$ cat src/rtl/dma_axil_pkg.sv
// Shared types and constants for the DMA AXI-Lite register-port arbiter.
// Used by the two-port round-robin and the transaction sequencer.
package dma_axil_pkg;

    localparam int NUM_PORTS = 2;

    localparam logic [1:0] RESP_OKAY   = 2'b00;
    localparam logic [1:0] RESP_SLVERR = 2'b10;

    typedef enum logic [2:0] {
        IDLE,
        WADDR,
        WRESP,
        RADDR,
        RRESP
    } state_t;

endpackage

$ cat src/rtl/dma_axil_arbiter_rr.sv
// Two-requester round-robin: the port that did not win last time wins ties.
// The pointer moves only when the caller commits a grant.
module rr_arbiter_2
    import dma_axil_pkg::*;
(
    input  logic                 clk,
    input  logic                 rst,
    input  logic [NUM_PORTS-1:0] req,
    input  logic                 grant_en,
    output logic [NUM_PORTS-1:0] gnt
);

    logic last;

    always_comb begin
        gnt = '0;
        if (req[~last])
            gnt[~last] = 1'b1;
        else if (req[last])
            gnt[last] = 1'b1;
    end

    always_ff @(posedge clk) begin
        if (rst)
            last <= 1'b1;
        else if (grant_en && |gnt)
            last <= gnt[1];
    end

endmodule

$ cat src/rtl/dma_axil_arbiter.sv
// Shares the DMA AXI-Lite register slave between two masters, one whole
// transaction at a time, with every output driven from a register.
module dma_axil_arbiter
    import dma_axil_pkg::*;
#(
    parameter int C_ADDR_WIDTH = 32,
    parameter int C_DATA_WIDTH = 32
) (
    input  logic                      ACLK,
    input  logic                      ARESET,
    input  logic [C_ADDR_WIDTH-1:0]   S0_AXI_AWADDR,
    input  logic                      S0_AXI_AWVALID,
    output logic                      S0_AXI_AWREADY,
    input  logic [C_DATA_WIDTH-1:0]   S0_AXI_WDATA,
    input  logic [C_DATA_WIDTH/8-1:0] S0_AXI_WSTRB,
    input  logic                      S0_AXI_WVALID,
    output logic                      S0_AXI_WREADY,
    output logic [1:0]                S0_AXI_BRESP,
    output logic                      S0_AXI_BVALID,
    input  logic                      S0_AXI_BREADY,
    input  logic [C_ADDR_WIDTH-1:0]   S0_AXI_ARADDR,
    input  logic                      S0_AXI_ARVALID,
    output logic                      S0_AXI_ARREADY,
    output logic [C_DATA_WIDTH-1:0]   S0_AXI_RDATA,
    output logic [1:0]                S0_AXI_RRESP,
    output logic                      S0_AXI_RVALID,
    input  logic                      S0_AXI_RREADY,
    input  logic [C_ADDR_WIDTH-1:0]   S1_AXI_AWADDR,
    input  logic                      S1_AXI_AWVALID,
    output logic                      S1_AXI_AWREADY,
    input  logic [C_DATA_WIDTH-1:0]   S1_AXI_WDATA,
    input  logic [C_DATA_WIDTH/8-1:0] S1_AXI_WSTRB,
    input  logic                      S1_AXI_WVALID,
    output logic                      S1_AXI_WREADY,
    output logic [1:0]                S1_AXI_BRESP,
    output logic                      S1_AXI_BVALID,
    input  logic                      S1_AXI_BREADY,
    input  logic [C_ADDR_WIDTH-1:0]   S1_AXI_ARADDR,
    input  logic                      S1_AXI_ARVALID,
    output logic                      S1_AXI_ARREADY,
    output logic [C_DATA_WIDTH-1:0]   S1_AXI_RDATA,
    output logic [1:0]                S1_AXI_RRESP,
    output logic                      S1_AXI_RVALID,
    input  logic                      S1_AXI_RREADY,
    output logic [C_ADDR_WIDTH-1:0]   M_AXI_AWADDR,
    output logic                      M_AXI_AWVALID,
    input  logic                      M_AXI_AWREADY,
    output logic [C_DATA_WIDTH-1:0]   M_AXI_WDATA,
    output logic [C_DATA_WIDTH/8-1:0] M_AXI_WSTRB,
    output logic                      M_AXI_WVALID,
    input  logic                      M_AXI_WREADY,
    input  logic [1:0]                M_AXI_BRESP,
    input  logic                      M_AXI_BVALID,
    output logic                      M_AXI_BREADY,
    output logic [C_ADDR_WIDTH-1:0]   M_AXI_ARADDR,
    output logic                      M_AXI_ARVALID,
    input  logic                      M_AXI_ARREADY,
    input  logic [C_DATA_WIDTH-1:0]   M_AXI_RDATA,
    input  logic [1:0]                M_AXI_RRESP,
    input  logic                      M_AXI_RVALID,
    output logic                      M_AXI_RREADY,
    output logic [1:0]                GRANT
);

    localparam int SW = C_DATA_WIDTH / 8;

    state_t                  state;
    logic [NUM_PORTS-1:0]    wreq, rreq, win, grant_q;
    logic [NUM_PORTS-1:0]    awready_q, wready_q, arready_q;
    logic [NUM_PORTS-1:0]    bvalid_q, rvalid_q;
    logic [C_ADDR_WIDTH-1:0] addr_q;
    logic [C_DATA_WIDTH-1:0] wdata_q, rdata_q;
    logic [SW-1:0]           wstrb_q;
    logic [1:0]              bresp_q, rresp_q;
    logic                    m_awvalid_q, m_wvalid_q, m_arvalid_q;
    logic                    m_bready_q, m_rready_q;
    logic                    aw_done, w_done;
    logic                    aw_fire, w_fire, own_bready, own_rready;
    logic                    grant_en;

    assign wreq = {S1_AXI_AWVALID & S1_AXI_WVALID,
                   S0_AXI_AWVALID & S0_AXI_WVALID};
    assign rreq = {S1_AXI_ARVALID, S0_AXI_ARVALID};
    assign grant_en = (state == IDLE);

    rr_arbiter_2 u_rr (
        .clk      (ACLK),
        .rst      (ARESET),
        .req      (wreq | rreq),
        .grant_en (grant_en),
        .gnt      (win)
    );

    assign aw_fire    = m_awvalid_q & M_AXI_AWREADY;
    assign w_fire     = m_wvalid_q & M_AXI_WREADY;
    assign own_bready = grant_q[1] ? S1_AXI_BREADY : S0_AXI_BREADY;
    assign own_rready = grant_q[1] ? S1_AXI_RREADY : S0_AXI_RREADY;

    always_ff @(posedge ACLK) begin
        if (ARESET) begin
            state       <= IDLE;
            grant_q     <= '0;
            awready_q   <= '0;
            wready_q    <= '0;
            arready_q   <= '0;
            bvalid_q    <= '0;
            rvalid_q    <= '0;
            addr_q      <= '0;
            wdata_q     <= '0;
            wstrb_q     <= '0;
            rdata_q     <= '0;
            bresp_q     <= RESP_OKAY;
            rresp_q     <= RESP_OKAY;
            m_awvalid_q <= 1'b0;
            m_wvalid_q  <= 1'b0;
            m_arvalid_q <= 1'b0;
            m_bready_q  <= 1'b0;
            m_rready_q  <= 1'b0;
            aw_done     <= 1'b0;
            w_done      <= 1'b0;
        end else begin
            awready_q <= '0;
            wready_q  <= '0;
            arready_q <= '0;
            unique case (state)
                IDLE: begin
                    if (|win) begin
                        grant_q <= win;
                        aw_done <= 1'b0;
                        w_done  <= 1'b0;
                        if (|(wreq & win)) begin
                            awready_q <= win;
                            wready_q  <= win;
                            addr_q  <= win[1] ? S1_AXI_AWADDR : S0_AXI_AWADDR;
                            wdata_q <= win[1] ? S1_AXI_WDATA : S0_AXI_WDATA;
                            wstrb_q <= win[1] ? S1_AXI_WSTRB : S0_AXI_WSTRB;
                            state   <= WADDR;
                        end else begin
                            arready_q <= win;
                            addr_q <= win[1] ? S1_AXI_ARADDR : S0_AXI_ARADDR;
                            state  <= RADDR;
                        end
                    end
                end
                WADDR: begin
                    // First cycle: the ready pulse to the owner is still up.
                    if (|awready_q) begin
                        m_awvalid_q <= 1'b1;
                        m_wvalid_q  <= 1'b1;
                    end else begin
                        if (aw_fire) m_awvalid_q <= 1'b0;
                        if (w_fire)  m_wvalid_q  <= 1'b0;
                        aw_done <= aw_done | aw_fire;
                        w_done  <= w_done | w_fire;
                        if ((aw_done | aw_fire) && (w_done | w_fire)) begin
                            m_bready_q <= 1'b1;
                            state      <= WRESP;
                        end
                    end
                end
                WRESP: begin
                    if (m_bready_q && M_AXI_BVALID) begin
                        m_bready_q <= 1'b0;
                        bresp_q    <= M_AXI_BRESP;
                        bvalid_q   <= grant_q;
                    end else if (|bvalid_q && own_bready) begin
                        bvalid_q <= '0;
                        bresp_q  <= RESP_OKAY;
                        grant_q  <= '0;
                        state    <= IDLE;
                    end
                end
                RADDR: begin
                    if (|arready_q) begin
                        m_arvalid_q <= 1'b1;
                    end else if (m_arvalid_q && M_AXI_ARREADY) begin
                        m_arvalid_q <= 1'b0;
                        m_rready_q  <= 1'b1;
                        state       <= RRESP;
                    end
                end
                RRESP: begin
                    if (m_rready_q && M_AXI_RVALID) begin
                        m_rready_q <= 1'b0;
                        rdata_q    <= M_AXI_RDATA;
                        rresp_q    <= M_AXI_RRESP;
                        rvalid_q   <= grant_q;
                    end else if (|rvalid_q && own_rready) begin
                        rvalid_q <= '0;
                        rdata_q  <= '0;
                        rresp_q  <= RESP_OKAY;
                        grant_q  <= '0;
                        state    <= IDLE;
                    end
                end
                default: state <= IDLE;
            endcase
        end
    end

    assign GRANT = grant_q;

    assign S0_AXI_AWREADY = awready_q[0];
    assign S0_AXI_WREADY  = wready_q[0];
    assign S0_AXI_ARREADY = arready_q[0];
    assign S0_AXI_BVALID  = bvalid_q[0];
    assign S0_AXI_RVALID  = rvalid_q[0];
    assign S0_AXI_BRESP   = grant_q[0] ? bresp_q : RESP_OKAY;
    assign S0_AXI_RRESP   = grant_q[0] ? rresp_q : RESP_OKAY;
    assign S0_AXI_RDATA   = grant_q[0] ? rdata_q : '0;

    assign S1_AXI_AWREADY = awready_q[1];
    assign S1_AXI_WREADY  = wready_q[1];
    assign S1_AXI_ARREADY = arready_q[1];
    assign S1_AXI_BVALID  = bvalid_q[1];
    assign S1_AXI_RVALID  = rvalid_q[1];
    assign S1_AXI_BRESP   = grant_q[1] ? bresp_q : RESP_OKAY;
    assign S1_AXI_RRESP   = grant_q[1] ? rresp_q : RESP_OKAY;
    assign S1_AXI_RDATA   = grant_q[1] ? rdata_q : '0;

    assign M_AXI_AWADDR  = addr_q;
    assign M_AXI_ARADDR  = addr_q;
    assign M_AXI_WDATA   = wdata_q;
    assign M_AXI_WSTRB   = wstrb_q;
    assign M_AXI_AWVALID = m_awvalid_q;
    assign M_AXI_WVALID  = m_wvalid_q;
    assign M_AXI_ARVALID = m_arvalid_q;
    assign M_AXI_BREADY  = m_bready_q;
    assign M_AXI_RREADY  = m_rready_q;

endmodule

$ cat config.mk
export PLATFORM = sky130hd
export DESIGN_NAME = dma_axil_arbiter
export DESIGN_NICKNAME = d
export VERILOG_FILES = /design/src/rtl/dma_axil_pkg.sv /design/src/rtl/dma_axil_arbiter_rr.sv /design/src/rtl/dma_axil_arbiter.sv
export SDC_FILE = /design/constraint.sdc
export NUM_CORES = 1
export LEC_CHECK = 0
export ABC_CLOCK_PERIOD_IN_PS = 2250
export BUFFER_PORTS_ARGS = -buffer_cell sky130_fd_sc_hd__buf_2
export CORE_AREA = 2 2 170 172
export DETAILED_ROUTE_END_ITERATION = 8
export DIE_AREA = 0 0 172 174
export GPL_ROUTABILITY_DRIVEN = 0
export HOLD_SLACK_MARGIN = 0.05
export PLACE_DENSITY = 0.52
export SYNTH_ARGS = -nofsm -noshare
export SYNTH_HDL_FRONTEND = slang
export SYNTH_SLANG_ARGS = --single-unit
$ cat constraint.sdc
create_clock -name ACLK -period 2.25 [get_ports ACLK]
set_input_delay 0.1125 -clock ACLK [delete_from_list [all_inputs] [get_ports ACLK]]
set_output_delay 0.1125 -clock ACLK [all_outputs]
set_load 0.02 [all_outputs]
Word level (Yosys, flattened, before mapping)
Cells that the tools add are included.

Bitwise logic cells: 12. Eq/ne operators: 15. Reductions and logical operators: 39. Mux-type cells: 65. Magnitude comparators: 4.

Operators by type and width (number): two-way mux 32 bit (8); two-way mux 2 bit (16); two-way mux 3 bit (9); two-way mux 1 bit (23); inequality test 2 bit, second input constant (11); nonzero test 2 bit (8); one-hot mux 3 bit (5 select lines) (1); AND reduction 2 bit (6); OR reduction 2 bit (6); logical AND 1 bit (9); AND reduction 9 bit (1); one-hot mux 1 bit (2 select lines) (4); AND reduction 4 bit (2); == test 3 x 2 -> 1 bit, second input constant (2); one-hot mux 2 bit (3 select lines) (1); AND reduction 3 bit (2); AND reduction 6 bit (1); OR reduction 5 bit (1); bitwise AND 1 bit (4); < comparator 1 x 2 -> 1 bit, second input constant (2); two-way mux 4 bit (1); NOT 1 bit (4); OR reduction 4 bit (1); == test 3 x 1 -> 1 bit, second input constant (1); other kinds (8) (11).

Output and inout bits: 189. Word-level logic and storage cells: 155. Register bits: 125. Input bits: 253.

Depth between registers and ports, before layout
Word-level depth: 11. Gate-level depth with buffers: 7. Mapped depth without buffers: 5.

Hierarchy
From an unflattened synthesis, not the netlist that was laid out.

Cell total of the unflattened synthesis: 672. Area, all modules: 6576.3 um^2.

Modules (own cells, without submodules): dma_axil_arbiter (sequential area each 2482.4 um^2, cells an instance 665, times used 1, area an instance 6515.0 um^2); rr_arbiter_2 (sequential area each 20.0 um^2, cells an instance 7, times used 1, area an instance 61.3 um^2).

Worst setup path before layout
No wires, ideal clock.

Path kind: reg-to-reg. From: register state[2]. To: register grant_q[0] (netlist: GRANT[0]). Cell stages (with the launch flop): 7. Data required time: 2.178 ns. Period minus slack after synthesis: 1.750 ns. Buffers on the path: 1. Setup time: 0.072 ns. Arrival time: 1.678 ns. Setup slack: 0.500 ns. Cell sequence: dfxtp_1 -> buf_2 -> nor3b_1 -> and2_1 -> a311o_1 -> a2111oi_2 -> mux2i_1.

Word-level cells in the longest chain between the ends: 3. Elaborated cells on any way between the ends: 11. Those cells by class: eq/ne: 7; mux: 1; reduce/logical: 3.

Ends and longest elaborated chain: start, declared (RTL line dma_axil_arbiter.sv:67) `state_t state;`; start signal, assigned (RTL line dma_axil_arbiter.sv:101) `state <= IDLE;`; start signal, assigned (RTL line dma_axil_arbiter.sv:137) `state <= WADDR;`; start signal, assigned (RTL line dma_axil_arbiter.sv:141) `state <= RADDR;`; == test 3 bit (tied with other cells) (RTL line dma_axil_arbiter.sv:125) `unique case (state)`; inequality test 2 bit (no source line) or nonzero test 3 bit (tied branches); AND reduction 6 bit (no source line); end signal, assigned (RTL line dma_axil_arbiter.sv:128) `grant_q <= win;`; end, declared (RTL line dma_axil_arbiter.sv:68) `logic [NUM_PORTS-1:0] wreq, rreq, win, grant_q;`.

Several ways; a longest one is shown, not always the timed one. A chain may end at the register's enable or synchronous reset.

Final worst setup path
From: register state[1]. To: register wdata_q[19] (netlist: M_AXI_WDATA[19]).

Word-level cells in the longest chain between the ends: 2.

Ends and longest elaborated chain: zero test 3 bit (RTL line dma_axil_arbiter.sv:125); AND reduction 3 bit (no source line); end signal, assigned (RTL line dma_axil_arbiter.sv:135) `wdata_q <= win[1] ? S1_AXI_WDATA : S0_AXI_WDATA;`; end, declared (RTL line dma_axil_arbiter.sv:72) `logic [C_DATA_WIDTH-1:0] wdata_q, rdata_q;`.

Every way passes these cells.

==> summary.txt <==
Setup path
  – CP max-delay cell: dfxtp_1
  – Crit Path Class: reg2reg
  – Critical R2R Launch: state[1]
  – Worst Setup End Kind: flip-flop
  – Most frequent cell on the critical path: nor3_4
  – CP bufs+invs: 1
  – Max stage delay on crit path: 440 ps
  – WP data arrival: 2290 ps
  – CP Cell Sequence: nor3_4 > o21ai_4 > nor3_4 > buf_12 > nor2_1 > a311oi_1
  – Worst endpoint required time: 2540 ps
  – Largest delay share family, worst path: simple AND/OR/NAND/NOR gates
  – Startpoint types: flip-flop
  – CP max FO: 72
  – Worst Setup SP: state[1]

Timing
  – Tcrit/Tclk final: 0.887
  – Max-Slew Margin vs Limit: 0.560
  – Slew @ Worst Pin: 657 ps
  – Hold Vio Cnt, Final: 0
  – Time the worst path needs with I/O delays and setup: 2000 ps
  – Final Setup Violations: 0
  – Setup tns final: 0 ps
  – Fmax: 501 MHz
  – Pins over their slew limit: 0
  – RSZ-0062 raised after global routing: no
  – Final Skew: 10.8 ps

Die
  – Initial Utilization: 0.227
  – Die ar.: 29900 um^2
  – Core Footprint: 28200 um^2
  – DIE HEIGHT: 174 um
  – # IOs: 442
  – Die X: 172 um
  – Row count: 62

GRT
  – All-layer global routing usage: 0.165
  – First-pass GRT wire length: 38.6 mm
  – Global route overflow: 0
  – Vias in the first global route: 7227
  – Initial antenna violation count: 5
  – Largest net degree at the start of global routing: 73

Final layout
  – Core Util, Final: 0.376
  – Fillers: 2936
  – Layout cells sized above 1: 0.392
  – Most frequent cells in the layout: buf_2 (440), dfxtp_1 (125), nand2_1 (117)
  – Leading cell type in the layout, fill and taps excluded: buf_2
  – Nets: 1524
  – Area growth, synth to finish: 65.2%

Synth
  – Synthesized area: 6420 um^2
  – Top_reg_cell synth: dfxtp_1
  – Cell count after synthesis: 775
  – Asr flop ratio synth: 0
  – FF+latch count, synth: 125
  – Mapped Nets: 1028
  – Post-Syn Area per Cell: 8.29 um^2
  – Synth cell types: 40
  – Post-synth EDFFs: 0
  – Synth warnings: 0
  – Seq/Total Area, Yosys: 0.390

Power
  – Sw Ratio: 0.384
  – Seq pwr share: 0.300
  – Clock share of power: 0.301
  – Sw Pwr: 0.00383 W
  – Pint: 0.00615 W
  – P per Cell Area: 940 nW/um^2
  – Logic gate share of total power: 0.399
  – VDD IR max: 0.442 mV
  – Pleak: 5.08 nW

Routing
  – Final wirelength: 25.7 mm
  – Total number of vias: 7456
  – DRC: 0
  – Mean routed wirelength per cell: 15.4 um
  – ANT nets after route: 0
  – Via density: 4.46
  – TritonRoute pass-1 iters: 4
  – DR iter-0 viols: 324

CTS
  – Clock Path Buffers: 2
  – Clk slew on worst S/H paths: 60 ps
  – Sink Count: 125
  – Clk_lat worst skew: 410 ps
  – Setup Fix Bufs, Post-CTS: 0
  – Inserted Clock Buffers: 17
  – Root Driver: clkbuf_16
  – CTS tree: done
  – Htree depth: 4

Placement
  – IO buf count: 441
  – Post-DP HPWL: 18.6 mm

Outcome
  – Status: completed

Worst hold path
  – Min-delay src: ARESET
  – Tightest Hold Check Type: in2reg

Flow run
  – Max_cap viols: 0
==> cell usage after synthesis (2+ instances only) <==
| cell type | count | area, um^2 |
|---|---|---|
| nor3b_1 | 3 | 22.5 |
| buf_4 | 35 | 263 |
| a2111oi_0 | 2 | 17.5 |
| o22ai_1 | 2 | 12.5 |
| a311oi_1 | 36 | 315 |
| a211oi_1 | 2 | 15.0 |
| inv_1 | 3 | 11.3 |
| nor3_1 | 8 | 40.0 |
| dfxtp_1 | 125 | 2500 |
| clkbuf_1 | 41 | 154 |
| nand2b_1 | 2 | 12.5 |
| o21ai_0 | 6 | 30.0 |
| or3_1 | 3 | 18.8 |
| o22a_1 | 33 | 289 |
| a22oi_1 | 40 | 300 |
| mux2i_1 | 67 | 671 |
| a21oi_1 | 45 | 225 |
| nor2_1 | 87 | 327 |
| a21o_1 | 3 | 22.5 |
| and2_1 | 76 | 475 |
| nand2_1 | 117 | 439 |
| buf_2 | 21 | 105 |
==> registers in the layout, summed over array words and instances, names as in the netlist, 2 cells and up <==
| signal | flops |
|---|---|
| M_AXI_WSTRB | 4 |
| rdata_q | 32 |
| bvalid_q | 2 |
| arready_q | 2 |
| GRANT | 2 |
| rvalid_q | 2 |
| state | 3 |
| M_AXI_WDATA | 32 |
| wready_q | 2 |
| bresp_q | 2 |
| rresp_q | 2 |
| M_AXI_ARADDR | 32 |
==> kinds of logic after synthesis <==
logic type,count (synthesis),share of synthesized area
AOI/OAI and AO/OA,178,0.203
xor gates and xnor gates,1,0.00136
buffers and inverters,101,0.0836
DFF,125,0.390
muxes,68,0.106
and+or+nand+nor,302,0.216
==> metal layers <==
metal	track usage	share of wire
met4	0.0550	0.024
met1	0.187	0.40
met5	0	0.0016
met2	0.293	0.50
met3	0.0464	0.079
==> power groups by stage <==
stage	sequential [W]	combinational (W)	clock, W
2_1_floorplan	0.00340	0.00231	0
3_3_place_gp	0.00303	0.00384	0
3_5_place_dp	0.00304	0.00387	0
4_1_cts	0.00299	0.00402	0.00311
5_1_grt	0.00304	0.00438	0.00320
6_report	0.00299	0.00398	0.00300
==> cell type report <==
type / count / area, um^2 / area share
clock inverter: 12 / 185 / 0.0174
clock buffer: 20 / 457 / 0.0430
inverter: 3 / 11.3 / 0.00106
sequential: 125 / 2500 / 0.236
multi-input combinational: 549 / 3420 / 0.322
antenna: 2 / 5.00 / 0.000472
timing repair buffer: 575 / 3560 / 0.335
tap: 384 / 480 / 0.0453
==> stage by stage <==
| step | cells | setup slack, ps | area [um^2] | power (W) | hold WS (ps) |
|---|---|---|---|---|---|
| 5_1_grt | 1669 | 80.3 | 10600 | 0.0106 | 123 |
| 4_1_cts | 1668 | 238 | 10600 | 0.0101 | 117 |
| 3_5_place_dp | 1525 | 244 | 8850 | 0.00691 | 370 |
| 2_1_floorplan | 775 | 500 | 6420 | 0.00571 | 271 |
| 6_report | 1670 | 254 | 10600 | 0.00997 | 117 |
| 3_3_place_gp | 1525 | 284 | 8850 | 0.00686 | 359 |
==> worst paths after layout <==
| kind | depth (start not counted) | slack (ps) | endpoint |
|---|---|---|---|
| hold / removal | 2 | 120 | rdata_q[6] |
| setup / recovery | 6 | 250 | M_AXI_WDATA[19] |
| hold reg to reg | 2 | 470 | M_AXI_ARADDR[11] |
| setup reg to reg | 6 | 250 | M_AXI_WDATA[19] |
==> what timing repair did <==
action	4_1_cts	5_1_grt
setup endpoints to repair	0	1
resized for setup	0	1
hold buffers	111	0
hold endpoints to repair	76	0
(Power assumes the default switching activity.)
